===== config.mk =====
export PLATFORM = sky130hd
export DESIGN_NAME = ex_stage_mc
export DESIGN_NICKNAME = d
export VERILOG_FILES = /design/src/rtl/ex_stage_mc.sv
export SDC_FILE = /design/constraint.sdc
export NUM_CORES = 1
export LEC_CHECK = 0
export ABC_AREA = 1
export CAP_MARGIN = 15
export CORE_MARGIN = 2
export CORE_UTILIZATION = 50
export CTS_BUF_LIST = sky130_fd_sc_hd__clkbuf_4 sky130_fd_sc_hd__clkbuf_8
export CTS_CLUSTER_DIAMETER = 200
export DETAILED_ROUTE_END_ITERATION = 8
export PLACE_DENSITY = 0.71
export SLEW_MARGIN = 0
export SYNTH_ARGS = -nofsm -noshare
export SYNTH_HDL_FRONTEND = slang
export SYNTH_SLANG_ARGS = --single-unit

===== constraint.sdc =====
create_clock -name Clk -period 9.8 [get_ports Clk]
set_clock_uncertainty 0.05 [all_clocks]
set_input_delay 2.45 -clock Clk [delete_from_list [all_inputs] [get_ports Clk]]
set_output_delay 2.45 -clock Clk [all_outputs]
set_load 0.02 [all_outputs]

===== src/rtl/ex_stage_mc.sv =====
// ---------------------------------------------------------------------------
// ex_stage_mc -- execute stage with a single-cycle ALU, an iterative
// shift-add multiplier and the EX/MEM pipeline register.
//
// The stage selects operand B (register or sign-extended immediate), runs the
// ALU and registers the result together with the store data, the destination
// register and the MEM/WB control fields. A multiply runs for DATA_WIDTH extra
// edges after issue. BusyOut asks ID/EX to hold its outputs while it runs.
//
// Optional feature macro: EX_FORWARD_EN
//   When defined, the ForwardAIn/ForwardBIn selects and the MemResultIn/
//   WbDataIn bypass buses are added. Both forwarding muxes sit in front of
//   the ALUSrc mux, and the B mux also feeds the store data.
//
// Ports
//   Clk, RstN          clock (rising edge), asynchronous active-low reset
//   ValidIn, FlushIn   ID/EX holds a valid instruction; squash EX next edge
//   EXControlIn[3:0]   [3] RegDst, [2:1] ALUOp, [0] ALUSrc
//   MEMControlIn, WBControlIn   control forwarded unchanged to MEM/WB
//   FunctIn[2:0]       operation select when ALUOp=10
//   DataAIn, DataBIn, SEIn      operands and sign-extended immediate
//   RtIn, RdIn         destination candidates
//   ResultOut, DataOut, MEMControlOut, WBControlOut, RdOut, ValidOut
//                      EX/MEM register outputs
//   BusyOut            combinational stall request toward ID/EX
// ---------------------------------------------------------------------------
module ex_stage_mc #(
  parameter int DATA_WIDTH     = 32,
  parameter int REG_ADDR_WIDTH = 5,
  parameter int MEM_CTRL_WIDTH = 2,
  parameter int WB_CTRL_WIDTH  = 2
) (
  input  logic                      Clk,
  input  logic                      RstN,
  input  logic                      ValidIn,
  input  logic                      FlushIn,
  input  logic [3:0]                EXControlIn,
  input  logic [MEM_CTRL_WIDTH-1:0] MEMControlIn,
  input  logic [WB_CTRL_WIDTH-1:0]  WBControlIn,
  input  logic [2:0]                FunctIn,
  input  logic [DATA_WIDTH-1:0]     DataAIn,
  input  logic [DATA_WIDTH-1:0]     DataBIn,
  input  logic [DATA_WIDTH-1:0]     SEIn,
  input  logic [REG_ADDR_WIDTH-1:0] RtIn,
  input  logic [REG_ADDR_WIDTH-1:0] RdIn,
`ifdef EX_FORWARD_EN
  input  logic [1:0]                ForwardAIn,
  input  logic [1:0]                ForwardBIn,
  input  logic [DATA_WIDTH-1:0]     MemResultIn,
  input  logic [DATA_WIDTH-1:0]     WbDataIn,
`endif
  output logic [DATA_WIDTH-1:0]     ResultOut,
  output logic [DATA_WIDTH-1:0]     DataOut,
  output logic [MEM_CTRL_WIDTH-1:0] MEMControlOut,
  output logic [WB_CTRL_WIDTH-1:0]  WBControlOut,
  output logic [REG_ADDR_WIDTH-1:0] RdOut,
  output logic                      ValidOut,
  output logic                      BusyOut
);

  localparam int CNT_W = $clog2(DATA_WIDTH);
  localparam logic [CNT_W-1:0] CNT_LAST = CNT_W'(DATA_WIDTH - 1);

  typedef enum logic {S_IDLE, S_MUL} state_t;

  // ALU operation, evaluated on the selected operands
  function automatic logic [DATA_WIDTH-1:0] alu_f(
    input logic [1:0]            alu_op,
    input logic [2:0]            funct,
    input logic [DATA_WIDTH-1:0] a,
    input logic [DATA_WIDTH-1:0] b
  );
    logic signed [DATA_WIDTH-1:0] sa;
    logic signed [DATA_WIDTH-1:0] sb;
    sa = a;
    sb = b;
    alu_f = '0;
    case (alu_op)
      2'b00: alu_f = a + b;
      2'b01: alu_f = a - b;
      2'b11: alu_f = a | b;
      default: begin
        case (funct)
          3'b000: alu_f = a + b;
          3'b001: alu_f = a - b;
          3'b010: alu_f = a & b;
          3'b011: alu_f = a | b;
          3'b100: alu_f = a ^ b;
          3'b101: alu_f = {{(DATA_WIDTH-1){1'b0}}, (sa < sb)};
          3'b110: alu_f = a << b[CNT_W-1:0];
          default: alu_f = '0;  // mul is handled by the iterative unit
        endcase
      end
    endcase
  endfunction

  // -------------------------------------------------------------------------
  // Operand selection
  // -------------------------------------------------------------------------
  logic [DATA_WIDTH-1:0] op_a;
  logic [DATA_WIDTH-1:0] store_b;
  logic [DATA_WIDTH-1:0] op_b;

`ifdef EX_FORWARD_EN
  always_comb begin
    op_a = DataAIn;
    case (ForwardAIn)
      2'b01:   op_a = MemResultIn;
      2'b10:   op_a = WbDataIn;
      default: op_a = DataAIn;
    endcase
    store_b = DataBIn;
    case (ForwardBIn)
      2'b01:   store_b = MemResultIn;
      2'b10:   store_b = WbDataIn;
      default: store_b = DataBIn;
    endcase
  end
`else
  assign op_a    = DataAIn;
  assign store_b = DataBIn;
`endif

  assign op_b = EXControlIn[0] ? SEIn : store_b;

  logic                      is_mul;
  logic [DATA_WIDTH-1:0]     alu_res;
  logic [REG_ADDR_WIDTH-1:0] dest;

  assign is_mul  = (EXControlIn[2:1] == 2'b10) && (FunctIn == 3'b111);
  assign alu_res = alu_f(EXControlIn[2:1], FunctIn, op_a, op_b);
  assign dest    = EXControlIn[3] ? RdIn : RtIn;

  // -------------------------------------------------------------------------
  // Control FSM
  // -------------------------------------------------------------------------
  state_t           state_q, state_d;
  logic [CNT_W-1:0] cnt_q, cnt_d;
  logic             load_mul, step_mul, cap_alu, cap_mul;

  always_comb begin
    state_d  = state_q;
    cnt_d    = cnt_q;
    load_mul = 1'b0;
    step_mul = 1'b0;
    cap_alu  = 1'b0;
    cap_mul  = 1'b0;
    BusyOut  = 1'b0;
    if (FlushIn) begin
      // Squash whatever is in flight; the EX/MEM side sees a bubble.
      state_d = S_IDLE;
    end else begin
      case (state_q)
        S_IDLE: begin
          if (ValidIn) begin
            if (is_mul) begin
              load_mul = 1'b1;
              cnt_d    = CNT_LAST;
              state_d  = S_MUL;
              BusyOut  = 1'b1;
            end else begin
              cap_alu = 1'b1;
            end
          end
        end
        default: begin
          step_mul = 1'b1;
          if (cnt_q == '0) begin
            // Busy drops here so ID/EX advances on the completing edge.
            cap_mul = 1'b1;
            state_d = S_IDLE;
          end else begin
            cnt_d   = cnt_q - CNT_W'(1);
            BusyOut = 1'b1;
          end
        end
      endcase
    end
    // Reset is asynchronous, so the stall request must vanish with it.
    if (!RstN) BusyOut = 1'b0;
  end

  // -------------------------------------------------------------------------
  // Multiplier datapath (state sampled at issue, ignores inputs afterwards)
  // -------------------------------------------------------------------------
  logic [DATA_WIDTH-1:0]     mcand_q, mplier_q, acc_q, acc_next;
  logic [DATA_WIDTH-1:0]     mst_q;
  logic [REG_ADDR_WIDTH-1:0] mrd_q;
  logic [MEM_CTRL_WIDTH-1:0] mmem_q;
  logic [WB_CTRL_WIDTH-1:0]  mwb_q;

  assign acc_next = acc_q + (mplier_q[0] ? mcand_q : '0);

  always_ff @(posedge Clk) begin
    if (load_mul) begin
      mcand_q  <= op_a;
      mplier_q <= op_b;
      acc_q    <= '0;
      mst_q    <= store_b;
      mrd_q    <= dest;
      mmem_q   <= MEMControlIn;
      mwb_q    <= WBControlIn;
    end else if (step_mul) begin
      acc_q    <= acc_next;
      mcand_q  <= mcand_q << 1;
      mplier_q <= mplier_q >> 1;
    end
  end

  // -------------------------------------------------------------------------
  // EX/MEM pipeline register
  // -------------------------------------------------------------------------
  always_ff @(posedge Clk or negedge RstN) begin
    if (!RstN) begin
      state_q       <= S_IDLE;
      cnt_q         <= '0;
      ResultOut     <= '0;
      DataOut       <= '0;
      MEMControlOut <= '0;
      WBControlOut  <= '0;
      RdOut         <= '0;
      ValidOut      <= 1'b0;
    end else begin
      state_q <= state_d;
      cnt_q   <= cnt_d;
      if (cap_alu) begin
        ResultOut     <= alu_res;
        DataOut       <= store_b;
        MEMControlOut <= MEMControlIn;
        WBControlOut  <= WBControlIn;
        RdOut         <= dest;
        ValidOut      <= 1'b1;
      end else if (cap_mul) begin
        ResultOut     <= acc_next;
        DataOut       <= mst_q;
        MEMControlOut <= mmem_q;
        WBControlOut  <= mwb_q;
        RdOut         <= mrd_q;
        ValidOut      <= 1'b1;
      end else begin
        // Bubble: data fields hold, control fields are cleared.
        MEMControlOut <= '0;
        WBControlOut  <= '0;
        ValidOut      <= 1'b0;
      end
    end
  end

endmodule


== Word level (Yosys, flattened, before mapping) ==
Index checks and enable logic that the tools add are counted.

* Register bits after elaboration: 217
* Input bits: 121
* Output and inout port bits: 75
* Word-level logic and storage cells: 87

* Add/sub/neg operators: 4
* Order comparisons: 1
* Equality and inequality tests: 11
* Shifts and indexed selects: 1
* Mux-type cells: 42
* Bitwise gates (word level): 4
* Reductions and logical operators: 9

{| class="wikitable"
|+ Operators with widths
! cell !! number
|-
| two-way mux 32 bit || 10
|-
| case mux 32 bit (7 select lines) || 1
|-
| case mux 32 bit (3 select lines) || 1
|-
| adder 32 bit || 2
|-
| two-way mux 5 bit || 7
|-
| bitwise AND 32 bit || 1
|-
| < comparator 32 bit || 1
|-
| bitwise OR 32 bit || 1
|-
| left shift 32 x 5 -> 32 bit || 1
|-
| subtractor 32 bit || 1
|-
| XOR 32 bit || 1
|-
| two-way mux 1 bit || 19
|-
| == test 3 bit (second input constant) || 4
|-
| two-way mux 2 bit || 4
|-
| nonzero test 2 bit || 4
|-
| == test 3 x 2 -> 1 bit (second input constant) || 2
|-
| logical NOT 5 bit || 1
|-
| subtractor 5 x 1 -> 5 bit (second input constant) || 1
|-
| == test 2 bit (second input constant) || 2
|-
| AND reduction 4 bit || 1
|-
| == test 3 x 1 -> 1 bit (second input constant) || 1
|-
| logical NOT 3 bit || 1
|-
| == test 2 x 1 -> 1 bit (second input constant) || 1
|-
| logical NOT 2 bit || 1
|-
| 3 further kinds || 3
|}

== Depth between registers and ports, before layout ==
Gate-level depths: netlist (run 1).

* Depth after elaboration: 7
* Depth in mapped cells: 25

== Worst setup path before layout (run 1) ==
Ideal clock, no wire load.

* Kind: input port to output port
* Start: input FunctIn[1]
* End: output BusyOut
* Arrival time: 6.355 ns
* Setup slack: 0.945 ns
* Stages on the path: 9
* Path through: clkbuf_2 nand2_1 inv_1 nand3_1 nor2_2 inv_2 nand2_1 nand2_1 nor2_1

* Cells in the longest elaborated chain, start to end: 7

{| class="wikitable"
|+ Ends and longest elaborated chain
! what !! RTL line !! text
|-
| from (decl) || 40 || <nowiki>input logic [2:0] FunctIn,</nowiki>
|-
| == test 3 bit || 130 || <nowiki>assign is_mul = (EXControlIn[2:1] == 2'b10) && (FunctIn == 3'b111);</nowiki>
|-
| logical AND 1 bit || 130 ||
|-
| two-way mux 1 bit || 156 || <nowiki>if (is_mul) begin</nowiki>
|-
| two-way mux 1 bit || 155 || <nowiki>if (ValidIn) begin</nowiki>
|-
| two-way mux 1 bit || 153 || <nowiki>case (state_q)</nowiki>
|-
| two-way mux 1 bit || 149 || <nowiki>if (FlushIn) begin</nowiki>
|-
| two-way mux 1 bit || 180 || <nowiki>if (!RstN) BusyOut = 1'b0;</nowiki>
|-
| to (decl) || 58 || <nowiki>output logic BusyOut</nowiki>
|}

No other way between the ends.

== Worst setup path in the final report (run 1) ==
* Start: input FlushIn
* End: output BusyOut

* Cells in the longest elaborated chain, start to end: 2

{| class="wikitable"
|+ Ends and longest elaborated chain
! what !! RTL line !! text
|-
| from (decl) || 36 || <nowiki>input logic FlushIn,</nowiki>
|-
| two-way mux 1 bit || 149 ||
|-
| two-way mux 1 bit || 180 ||
|}

No other way between the ends.

==> results by group, run 1 <==
Final layout
  – Area growth from synthesis to layout: 16.01%
  – # fillers: 3,853
  – # diodes: 0
  – Share of cells above drive strength 1: 0.05648
  – Nets: about 3,600

Global route
  – GRT overflow: 0
  – Global-route wire length before repair: around 130,000 µm
  – All-layer global routing usage: 0.4235
  – Vias in the first global route: between 20,000 and 25,000
  – Initial antenna violation count: 5
  – Largest net degree at the start of global routing: 98

Synth
  – Synth cell types: 54
  – Avg Inst Size Synth: about 6.4 µm²
  – Post-synthesis mux area share: 0.002798
  – Post-synth top area share: 0.1839
  – Post-synthesis register bit count: 217
  – Post-synth EDFFs: approximately 110
  – Syn Nets: approximately 3,400
  – Sequential share of the synthesized area: 0.2880
  – FFs w/ async S/R, synth: 0.3687
  – Area contributors post-synth: nand2_1, edfxtp_1, nand3_1
  – Yosys warns: 0
  – Post-Syn Area: just over 20,000 µm²
  – Compound-Gate Fraction of Synth Area: 0.1248
  – Mapped Cells: approximately 3,100
  – XOR/XNOR Fraction of Synth Area: 0.01349
  – Area share of fa/ha/maj cells after synthesis: 0.09624
  – Most frequent cell after synthesis: nand2_1
  – Largest family of logic cells by synthesized area: simple AND/OR/NAND/NOR gates
  – Post-Synth Simple-Gate Area: 0.3700
  – Cell taking the most area after synthesis: nand2_1
  – Predominant post-synthesis flop cell: edfxtp_1
  – Synth top cells by count: nand2_1, nand3_1, inv_1

Critical path
  – Crit path buf inv count: 3
  – CP Max Fanout: between 60 and 70
  – Crit path required time: between 7 and 8 ns
  – Critical Path Max Stage Delay: approximately 0.62 ns
  – Worst path depth: 8
  – Setup crit start kind: input port
  – CP Class: in -> out
  – FF-to-FF path depth: 10
  – Slowest-stage cell, CP: clkdlybuf4s50_1
  – Critical Path End Type: output port
  – Arr. time, crit path: 5.17 ns
  – Worst r2r src: state_q
  – Most used cell, CP: clkdlybuf4s50_1
  – CP top delay family: buffers and inverters
  – Crit path from: FlushIn
  – Crit-path cells: clkdlybuf4s50_1 -> nand3b_1 -> nor2_4 -> inv_4 -> nand2_2 -> nand2_1 -> nor2_1 -> clkdlybuf4s50_1

Route
  – Vias: approximately 23,000
  – Metal2 WL: between 30,000 and 40,000 µm
  – Initial DRC count: ~3,500
  – Routed WL per cell: between 20 and 25 µm
  – M1 WL: about 35,000 µm
  – DRC violations left: 0
  – DR WL met3: about 11,000 µm
  – DR pass1 iterations: 7
  – Post-route ant nets: 0
  – Vias per cell: about 6.0
  – Top sig layer: met5
  – Post-Route WL: 90,120 µm

CTS
  – CTS tree: done
  – H-tree Lvls: 2
  – # clock sinks: 217
  – Later-pin clock latency in the skew report: 0.64 ns
  – Root Buffer Master: clkbuf_8
  – Post-CTS Setup Bufs: 0
  – Inserted Clock Buffers: between 40 and 50
  – CTS Buffer Depth: 3
  – Clk slew on worst S/H paths: roughly 0.060 ns
  – CTS Hold Bufs: 0
  – Cts repair resizes: 0

Min path
  – HP Class: reg -> reg
  – Min-delay src: mmem_q[0]
  – Hold-critical path depth: 1

Die
  – Die ar.: roughly 42,000 µm²
  – Row Count: 73
  – Die Height: a little over 200 µm
  – Die width: slightly above 200 µm
  – Initial Util: 0.5065
  – IO Pins: 196
  – CORE AREA: around 40,000 µm²

STA
  – Final setup viols: 0
  – Fmax: 0.1303 GHz
  – Unrepaired setup endpoints after global routing: false
  – Pins Over Slew Limit: 0
  – Period utilisation layout: 0.7830
  – Slew margin rel.: 0.2181
  – Least-Margin Pin Slew: between 1 and 1.5 ns
  – Fin crit period: roughly 7.7 ns
  – Final Hold Viols: 0
  – Total Neg Setup Slack: 0 ns

Pwr
  – Worst vdd ir: approximately 0.14 mV
  – Leakage: around 12 nW
  – Overall Power: 3.455 mW
  – Pwr/cell area: roughly 150 nW/µm²

Flow run
  – Max-cap violations: 0

Placed design
  – Port bufs: 195
  – Post-DP HPWL: between 60,000 and 70,000 µm
  – RD Place Congestion: approximately 1.1

Status
  – Outcome: complete, no violations
## per-stage QoR
step	setup WS [ns]	area, µm²	cells	hold WS, ns	util
2_1_floorplan	0.9448	20130	3126	0.3892	-
3_3_place_gp	2.196	22510	3760	0.3942	0.5664
3_5_place_dp	2.181	22530	3761	0.4008	0.5671
4_1_cts	2.161	23350	3836	0.4026	0.5877
5_1_grt	2.086	23350	3836	0.4229	0.5877
6_report	2.127	23350	3836	0.4146	0.5877
## kinds of logic after synthesis
family	Yosys count
simple gates	1756
buf+inv	531
compound gates	433
flops	217
fa+ha+maj	153
xor+xnor	31
mux	5
## registers in the layout, summed over array words and instances, names as in the netlist, 5 cells and up
register	flops
DataOut	32
ResultOut	32
acc_q	32
mcand_q	32
mplier_q	32
mst_q	32
RdOut	5
cnt_q	5
mrd_q	5
## cell type report
cell class	instances	area (µm²)	area share
tap	525	656.9	0.02813
multi-input combinational	2378	12270	0.5254
inverter	403	1520	0.06511
sequential	217	5796	0.2482
clock inverter	15	83.83	0.003590
clock buffer	60	732.0	0.03135
timing repair buffer	238	2292	0.09817
## layer usage
metal,vias up,global-route usage
li1,10543,-
met3,302,0.1112
met2,1579,0.6451
met1,10747,0.5617
met4,10,0.1915
met5,-,0
## power breakdown
| group | internal (mW) | switching [mW] |
|---|---|---|
| logic | 0.484 | 0.939 |
| registers | 1.05 | 0.0758 |
| clock network | 0.483 | 0.428 |
## cell usage in the layout (no fill, tap or decap), types with 8 or more instances in the layout
cell type and n:
nor3_1 27, clkdlybuf4s50_1 194, o21ai_0 176, clkbuf_8 45, clkbuf_4 15, nand2_1 983
o211ai_1 27, ha_1 150, nor2_1 208, o21bai_1 16, o21ai_1 8, o221ai_1 10
o22ai_1 25, dfrtp_1 80, nand4_1 39, edfxtp_1 105, buf_4 43, a21oi_1 119
nand3_1 430, inv_1 397, dfxtp_1 32, xnor2_1 10, nand3b_1 10, xor2_1 21
or2_2 39
## path summary, 6_finish.rpt
check / to / slack [ns]
hold / removal: MEMControlOut[0] / 0.41
max in group asynchronous: ResultOut[1] / 7.16
setup reg to reg: ResultOut[6] / 5.87
setup / recovery: BusyOut / 2.13
min in group asynchronous: MEMControlOut[0] / 1.83
hold reg to reg: MEMControlOut[0] / 0.41
Note: power is estimated with default switching activity, not from simulation.
==> run 2: changes to the inputs <==
==> constraint.sdc (replaced) <==
create_clock -name Clk -period 7.7 [get_ports Clk]
set_clock_uncertainty 0.05 [all_clocks]
set_input_delay 1.925 -clock Clk [delete_from_list [all_inputs] [get_ports Clk]]
set_output_delay 1.925 -clock Clk [all_outputs]
set_load 0.02 [all_outputs]
==> run 2 against run 1 <==
Critical path depth did not move. Setup slack lost 0.97 ns. Global-route usage shrank 1.3 points. Combinational power rose by 26%. Largest power group unchanged. Hold slack improved by 0.0029 ns. Clock power grew 28%.
==> results by group, run 2 (synthesis gave the netlist of run 1 again) <==
CTS
  – Post-CTS Setup Bufs: 0
  – H-tree Lvls: 2
  – Cts repair resizes: 0
  – CTS Hold Bufs: 0
  – Later-pin clock latency in the skew report: about 0.6 ns
  – Inserted Clock Buffers: 40
  – CTS tree: done
  – # clock sinks: around 220
  – Clk slew on worst S/H paths: 0.06 ns
  – CTS Buffer Depth: 3
  – Root Buffer Master: clkbuf_8

STA
  – Fmax: 0.1528 GHz
  – Final setup viols: 0
  – Period utilisation layout: 0.8501
  – Least-Margin Pin Slew: 1.176 ns
  – Final Hold Viols: 0
  – PnR worst setup slack: ~1.2 ns
  – Worst-case hold slack: between 0.4 and 0.5 ns
  – Fin crit period: ~6.5 ns
  – Total Neg Setup Slack: 0 ns
  – Pins Over Slew Limit: 0
  – Slew margin rel.: 0.2153
  – Unrepaired setup endpoints after global routing: false

Route
  – Initial DRC count: 2,789
  – Routed WL per cell: approximately 23 µm
  – DR WL met3: between 10,000 and 15,000 µm
  – DR pass1 iterations: 6
  – Metal2 WL: ~39,000 µm
  – Top sig layer: met4
  – M1 WL: between 30,000 and 40,000 µm
  – Post-Route WL: ~90,000 µm
  – Vias per cell: 5.938
  – Post-route ant nets: 0
  – DRC violations left: 0
  – Vias: approximately 23,000

Pwr
  – Pwr/cell area: about 190 nW/µm²
  – Worst vdd ir: around 0.15 mV
  – Overall Power: between 4 and 5 mW
  – Leakage: roughly 12 nW

Global route
  – Initial antenna violation count: 1
  – All-layer global routing usage: 0.4110
  – Largest net degree at the start of global routing: 107
  – Global-route wire length before repair: around 130,000 µm
  – Vias in the first global route: around 22,000
  – GRT overflow: 0

Placed design
  – RD Place Congestion: around 1.1
  – Inst Count DP: roughly 3,800
  – Post-DP HPWL: about 68,000 µm
  – Post-place setup slack: between 1 and 1.5 ns
  – Port bufs: ~200

Critical path
  – Crit path required time: approximately 5.7 ns
  – CP Class: in -> out
  – FF-to-FF setup slack: 4.43 ns
  – Arr. time, crit path: 4.57 ns
  – Worst r2r src: mplier_q[0]
  – Worst R2R End: ResultOut[26]
  – Setup crit start kind: input port
  – CP Max Fanout: 43
  – FF-to-FF path depth: 18
  – Critical Path End Type: output port

Min path
  – Hold EP: DataOut[9]
  – Hold-critical path depth: 2
  – Min-delay src: mst_q[9]
  – HP Class: reg -> reg

Die
  – CORE AREA: between 30,000 and 40,000 µm²
  – Die width: 204.6 µm
  – Row Count: 73
  – IO Pins: between 150 and 200
  – Initial Util: 0.5065
  – Die ar.: 41,870 µm²
  – Die Height: 204.6 µm

Status
  – Outcome: complete, no violations

Final layout
  – Share of cells above drive strength 1: 0.05712
  – Commonest non-fill, non-tap cell in the layout: nand2_1
  – Commonest non-fill, non-tap cells in the layout: nand2_1, nand3_1, inv_1
  – Nets: between 3,000 and 4,000
  – Layout Cells excl Fill: around 3,800
  – Area growth from synthesis to layout: 16.08%

Flow run
  – Max-cap violations: 0
[run 2: where the power goes]
group / switching, mW / internal (mW) / leakage, nW / total (mW)
clock: 0.515 / 0.651 / 0.443 / 1.17
combinational: 1.18 / 0.614 / 9.01 / 1.79
sequential: 0.0824 / 1.33 / 2.19 / 1.41
[run 2: area by class of cell]
cell class	instances	area (µm²)
fill	3770	16370
multi-input combinational	2378	12270
sequential	217	5796
timing repair buffer	239	2280
inverter	403	1520
clock buffer	65	788.3
tap	525	656.9
clock inverter	7	48.80
antenna	2	5.005
[run 2: worst max-delay path: stages]
cell	delay (ns)
clkdlybuf4s50_1	0.50
nor2_2	0.14
buf_4	0.41
inv_1	0.46
nand2_2	0.20
nand2_1	0.16
nor2_1	0.13
clkdlybuf4s50_1	0.62
[run 2: per-layer routing]
| layer | GRT usage | up-vias |
|---|---|---|
| met1 | 0.5236 | 10576 |
| met4 | 0.2158 | 0 |
| met5 | 0 | - |
| li1 | - | 10533 |
| met2 | 0.6423 | 1375 |
| met3 | 0.1021 | 296 |
[run 2: worst max-delay path by stage]
stage | from | end | cells after the start
floorplan | FunctIn[1] | BusyOut | 9
global placement | FlushIn | BusyOut | 8
detailed placement | FlushIn | BusyOut | 8
CTS | FlushIn | BusyOut | 8
global route | FlushIn | BusyOut | 8
finish | FlushIn | BusyOut | 8
[run 2: through the flow]
step / utilization / instance area, µm²
6_report: 0.5880 / 23360
3_3_place_gp: 0.5668 / 22520
3_5_place_dp: 0.5668 / 22520
5_1_grt: 0.5879 / 23360
2_1_floorplan: - / 20130
4_1_cts: 0.5879 / 23360
